`src/rtl/modmul_pkg.sv`:
```
// Shared types and helpers for the interleaved modular multiplier.
package modmul_pkg;

  typedef enum logic [1:0] {
    S_IDLE = 2'd0,
    S_RUN  = 2'd1,
    S_DONE = 2'd2
  } state_t;

  // Widest operand the shared subtract helper supports; callers cast down to LEN+1.
  localparam int MAX_LEN = 64;
  typedef logic [MAX_LEN:0] wide_t;

  function automatic int cnt_width(input int len);
    return (len > 1) ? $clog2(len) : 1;
  endfunction

  function automatic wide_t cond_sub(input wide_t x, input wide_t m);
    return (x >= m) ? (x - m) : x;
  endfunction

endpackage

```
`src/rtl/Counter.sv`:
```
// Bit index counter: 0..MAX-1 while cen is high, at_max flags the last index.
module Counter
  import modmul_pkg::*;
#(
  parameter int MAX = 32
) (
  input  logic clk,
  input  logic rst,
  input  logic clr,
  input  logic cen,
  output logic at_max
);

  localparam int W = cnt_width(MAX);
  localparam logic [W-1:0] LAST = W'(MAX - 1);

  logic [W-1:0] count_r;

  assign at_max = (count_r == LAST);

  // Index register, wraps to zero after the last index
  always_ff @(posedge clk or posedge rst) begin
    if (rst) begin
      count_r <= {W{1'b0}};
    end else if (clr) begin
      count_r <= {W{1'b0}};
    end else if (cen) begin
      count_r <= at_max ? {W{1'b0}} : (count_r + W'(1));
    end
  end

endmodule

```
`src/rtl/modmul_step.sv`:
```
// One interleaved iteration: R' = ((2R mod M) + bit*A) mod M, all at LEN+1 bits.
module modmul_step
  import modmul_pkg::*;
#(
  parameter int LEN = 32
) (
  input  logic [LEN:0]   r,
  input  logic [LEN-1:0] a,
  input  logic [LEN-1:0] m,
  input  logic           b_bit,
  output logic [LEN:0]   r_next
);

  logic [LEN:0] dbl_s;
  logic [LEN:0] sub1_s;
  logic [LEN:0] add_s;

  // Double, reduce, conditionally add A, reduce again
  always_comb begin
    dbl_s  = r << 1;
    sub1_s = (LEN+1)'(cond_sub(wide_t'(dbl_s), wide_t'(m)));
    if (b_bit) begin
      add_s = sub1_s + {1'b0, a};
    end else begin
      add_s = sub1_s;
    end
    r_next = (LEN+1)'(cond_sub(wide_t'(add_s), wide_t'(m)));
  end

endmodule

```
`src/rtl/sh_reg.sv`:
```
// Left-shifting parallel-load register exposing its MSB; ld has priority over clr.
module sh_reg #(
  parameter int LEN = 32
) (
  input  logic           clk,
  input  logic           rst,
  input  logic           clr,
  input  logic           ld,
  input  logic           shl,
  input  logic [LEN-1:0] d,
  output logic           msb
);

  logic [LEN-1:0] q_r;

  assign msb = q_r[LEN-1];

  // Shift register storage
  always_ff @(posedge clk or posedge rst) begin
    if (rst) begin
      q_r <= {LEN{1'b0}};
    end else if (ld) begin
      q_r <= d;
    end else if (clr) begin
      q_r <= {LEN{1'b0}};
    end else if (shl) begin
      q_r <= {q_r[LEN-2:0], 1'b0};
    end
  end

endmodule

```
`src/rtl/interleaved_modmul.sv`:
```
// Bit-serial interleaved modular multiplier: result = (a*b) mod m, MSB of b first.
// Define MODMUL_ERR_CHECK_EN to add the err output and the a<m, m!=0 precondition check.
module interleaved_modmul
  import modmul_pkg::*;
#(
  parameter int LEN = 32
) (
  input  logic           clk,
  input  logic           rst,
  input  logic           start,
  input  logic [LEN-1:0] a,
  input  logic [LEN-1:0] b,
  input  logic [LEN-1:0] m,
  output logic           busy,
  output logic           done,
  output logic [LEN-1:0] result
`ifdef MODMUL_ERR_CHECK_EN
  ,
  output logic           err
`endif
);

  state_t         state_r, state_s;
  logic [LEN-1:0] a_r, m_r;
  logic [LEN:0]   r_r, r_next_s;
  logic           busy_s, done_s;
  logic           start_accept_s, bad_s, run_s, clr_s, b_msb_s, at_max_s;

  // busy/done are registered, so the visible DONE cycle is the one where start must be ignored
  assign start_accept_s = start && (state_r == S_IDLE) && !busy && !rst;
  assign run_s          = (state_r == S_RUN);
  assign clr_s          = rst || start_accept_s;

`ifdef MODMUL_ERR_CHECK_EN
  assign bad_s = (m == {LEN{1'b0}}) || (a >= m);

  // err reflects the precondition check of the most recently accepted start
  always_ff @(posedge clk) begin
    if (rst) begin
      err <= 1'b0;
    end else if (start_accept_s) begin
      err <= bad_s;
    end
  end
`else
  assign bad_s = 1'b0;
`endif

  // State and registered status outputs
  always_ff @(posedge clk) begin
    if (rst) begin
      state_r <= S_IDLE;
      busy    <= 1'b0;
      done    <= 1'b0;
    end else begin
      state_r <= state_s;
      busy    <= busy_s;
      done    <= done_s;
    end
  end

  // Next-state logic
  always_comb begin
    state_s = state_r;
    case (state_r)
      S_IDLE: begin
        if (start_accept_s) begin
          state_s = bad_s ? S_DONE : S_RUN;
        end else begin
          state_s = S_IDLE;
        end
      end
      S_RUN: begin
        if (at_max_s) begin
          state_s = S_DONE;
        end else begin
          state_s = S_RUN;
        end
      end
      S_DONE:  state_s = S_IDLE;
      default: state_s = S_IDLE;
    endcase
  end

  // Status decode, registered one cycle later
  always_comb begin
    busy_s = (state_r != S_IDLE);
    done_s = (state_r == S_DONE);
  end

  // Operand latches, accumulator and result
  always_ff @(posedge clk) begin
    if (rst) begin
      a_r    <= {LEN{1'b0}};
      m_r    <= {LEN{1'b0}};
      r_r    <= {(LEN+1){1'b0}};
      result <= {LEN{1'b0}};
    end else begin
      if (start_accept_s) begin
        a_r <= a;
        m_r <= m;
        r_r <= {(LEN+1){1'b0}};
      end else if (run_s) begin
        r_r <= r_next_s;
      end
      if (state_r == S_DONE) begin
        result <= r_r[LEN-1:0];
      end
    end
  end

  modmul_step #(.LEN(LEN)) u_step (
    .r      (r_r),
    .a      (a_r),
    .m      (m_r),
    .b_bit  (b_msb_s),
    .r_next (r_next_s)
  );

  sh_reg #(.LEN(LEN)) u_bsh (
    .clk (clk),
    .rst (1'b0),
    .clr (clr_s),
    .ld  (start_accept_s),
    .shl (run_s),
    .d   (b),
    .msb (b_msb_s)
  );

  Counter #(.MAX(LEN)) u_cnt (
    .clk    (clk),
    .rst    (1'b0),
    .clr    (clr_s),
    .cen    (run_s),
    .at_max (at_max_s)
  );

endmodule

```
`config.mk`:
```
export PLATFORM = sky130hd
export DESIGN_NAME = interleaved_modmul
export DESIGN_NICKNAME = d
export VERILOG_FILES = /design/src/rtl/modmul_pkg.sv /design/src/rtl/Counter.sv /design/src/rtl/modmul_step.sv /design/src/rtl/sh_reg.sv /design/src/rtl/interleaved_modmul.sv
export SDC_FILE = /design/constraint.sdc
export NUM_CORES = 1
export LEC_CHECK = 0
export ABC_AREA = 1
export CAP_MARGIN = 20
export CORE_ASPECT_RATIO = 0.9
export CORE_MARGIN = 5
export CORE_UTILIZATION = 50
export CTS_BUF_LIST = sky130_fd_sc_hd__clkbuf_4 sky130_fd_sc_hd__clkbuf_8
export CTS_CLUSTER_SIZE = 14
export DETAILED_ROUTE_END_ITERATION = 16
export GPL_TIMING_DRIVEN = 0
export PLACE_DENSITY = 0.82
export SLEW_MARGIN = 20
export SYNTH_ARGS = -nofsm -noshare
export SYNTH_HDL_FRONTEND = slang
export SYNTH_SLANG_ARGS = --single-unit
```
`constraint.sdc`:
```
create_clock -name clk -period 4.8 [get_ports clk]
set_input_delay 0.96 -clock clk [delete_from_list [all_inputs] [get_ports clk]]
set_output_delay 0.96 -clock clk [all_outputs]
set_load 0.02 [all_outputs]
```
==> metrics <==
startpoint types=register; Clock Latency Late Sink=about 0.50 ns; CP required=about 5.2 ns; fin crit period=about 5.5 ns; DR vias/cell=5.513; worst-case clock buffer depth=2; Top Ports=roughly 130; CTS tree=done; fin crit share=114.9%; worst slew pin tran=0.9799 ns; worst hold path class=reg -> reg; main combinational cell family by area after synthesis=simple AND/OR/NAND/NOR gates; net count after synthesis=approximately 2.5k; Util after Layout=between 60% and 70%; syn_area_per_cell=~6 µm²; Hold-fix buffers, CTS=0; die area=31230 µm²; most used cell along the critical path=nand2_2; worst path arrival time=around 5.9 ns; CP max stage cell=dfxtp_2; Synth Area in Compound Gates=11.86%; Reg-to-Reg Start=m_r[31]; Clock transition at path regs=0.10 ns; FMAX=roughly 180 MHz; pre-CTS setup slack=-1.417 ns; Simple-Gate Fraction of Synth Area=35.89%; largest net degree at the start of global routing=23; Post-Route WL=around 53000 µm; Top FF cell, synth=dfxtp_1; layout cells sized above 1=23.03%; Post-Synth XOR/XNOR Area=3.341%; Hold Startpoint=a_r[31]; Netlist cell types=44; Detail Placement HPWL=~40000 µm; slew margin rel.=between 30% and 40%; unrepaired setup endpoints after global routing=true; synthesized flop and latch total=roughly 170; total core area=roughly 27000 µm²; Post-synth EDFFs=32; Post-Syn Instances=around 2.3k; post-synthesis adder-cell area fraction=a little under a tenth; Initial Util=just over 50%; initial antenna violation count=0; type of the worst setup path=reg -> reg; initial drt markers=~1.5k; total CTS buffers=17; DRT antenna net count=0; H-tree Lvls=4; max-cap violation count=0; FP Rows=57; outcome=finished, violations left; worst clock skew=approximately 0.026 ns; CP bufs+invs=6; first-pass GRT wire length=~80000 µm; Ant. Diodes=0; count of buffers from port buffering=roughly 130; final cell count without fillers=about 2.9k; YS warnings=0; Async SR Flop Fraction=0%; Cells after DPL=2760; die height=~170 µm; via count=approximately 16k; failing checks=setup timing; clk sinks=169; final setup margin=-0.7132 ns; Fin. Hold Viols=0; vias in the first global route=around 15k; register area share after synthesis=between 20% and 30%; critical path fanouts, max=10; mapped cell area=between 10000 and 15000 µm²; filler instances=around 2.3k; wire per inst=about 18 µm; fin nets=~2.7k; Area after DPL=15680 µm²; Worst Setup SP=m_r[31]; CP delay by family, top=simple AND/OR/NAND/NOR gates; Pins Over Slew Limit=0; Worst setup EP type=register; grt ovf=0; gr usage total=about a third; clk root buf=clkbuf_8; DR pass1 iterations=6; GPL Wtd Cong=a little over 1; mux share of post-synthesis cell area=0%; fin area=18920 µm²; DRC violations left=0; final setup fails=32; Area growth, synth to finish=36.20%; die width=about 190 µm; CP max stage delay=between 0.3 and 0.4 ns
==> cell type report <==
cell class | count | area, µm² | area share [%]
multi-input cells | 1636 | 10490 | 55.44
flip-flops and latches | 169 | 3760 | 19.87
repair buffers | 209 | 1931 | 10.20
inverters | 407 | 1550 | 8.192
well taps | 354 | 442.9 | 2.341
plain buffers | 61 | 332.8 | 1.759
clock buffers | 17 | 234.0 | 1.236
clock inverters | 15 | 182.7 | 0.9654
==> worst paths after layout <==
check,to,slack [ns],cells past startpoint
worst max-delay path,r_r[17],-0.71,35
worst min-delay path,a_r[31],0.48,2
worst max register to register,r_r[17],-0.71,35
worst min register to register,a_r[31],0.48,2
==> per-layer routing <==
metal  up-vias  global-route usage (%)  wire length, µm
met5         -                       0                0
met4         0                   16.28             2988
met1      7220                   41.80            21610
li1       7672                       -                -
met3       171                   6.580             4573
met2       749                   52.75            23880
==> per-stage QoR <==
stage                     hold WS (ns)  TNS (ns)
after CTS                       0.4846    -11.64
final                           0.4780    -20.31
after detailed placement        0.4536    -43.76
after global placement          0.4559    -42.30
after global routing            0.5116    -26.28
after floorplan                 0.4347         0
==> worst register-to-register path, delay by kind of cell, from the launching register on <==
| kind | cells | cell delay, ns |
|---|---|---|
| buffers and inverters | 6 | 0.93 |
| and+or+nand+nor | 23 | 2.70 |
| DFF | 1 | 0.35 |
| AOI/OAI and AO/OA | 3 | 0.48 |
| adders and majority gates | 3 | 0.98 |
==> Yosys cell counts, types with 2 or more instances <==
master,count,share of area [%]
o22ai_1,33,1.5
ha_1,98,8.8
a21oi_1,101,3.6
clkinv_1,2,0.054
o21a_1,3,0.16
buf_1,3,0.081
buf_2,9,0.32
xnor2_1,23,1.4
xor2_1,30,1.9
nand4_1,39,1.8
edfxtp_1,32,6.9
buf_4,3,0.16
nor2_4,4,0.32
inv_2,5,0.14
and3_1,5,0.23
inv_1,400,11
nand3_1,185,6.7
a22o_1,2,0.13
clkbuf_1,44,1.2
dfxtp_1,137,20
nor3_1,17,0.61
a21o_1,6,0.32
nor4_1,5,0.23
o21bai_1,18,0.97
nand3_2,2,0.14
nor2_1,182,4.9
buf_6,3,0.24
fa_1,3,0.43
o21ai_0,131,4.7
nand3b_1,10,0.54
o211ai_1,4,0.22
nand2_2,4,0.18
nand2_1,714,19
nor2_2,7,0.32
==> flip-flops by register name (all words and copies together) (netlist names) <==
register,count
busy,1
state_r,2
result,32
r_r,32
a_r,32
u_bsh.q_r,32
done,1
m_r,32
u_cnt.count_r,5
==> kinds of logic after synthesis <==
group	Yosys count
AND/OR/NAND/NOR	1181
buffers and inverters	469
AO/OA/AOI/OAI	301
flip-flops	169
adder cells (fa/ha/maj)	101
XOR/XNOR	53
==> repair_timing <==
action | in CTS | in global routing
buffers inserted | 53 | 19
gates resized for setup | 403 | 141
setup endpoints to repair | 32 | 32
pin swaps | 131 | 90
cloned | 5 | 0
==> layout by cell type, fill, tap and decap left out, types with 70 or more instances in the layout <==
master / instances
o21ai_0: 116
nor2_1: 160
buf_4: 70
nand2_1: 572
inv_1: 350
ha_4: 76
dfxtp_1: 104
nand3_1: 148
nand2_2: 120
clkdlybuf4s50_1: 131
Power is not shown: default switching activity piles up to over one toggle a cycle in this logic, so the estimate is an artifact.
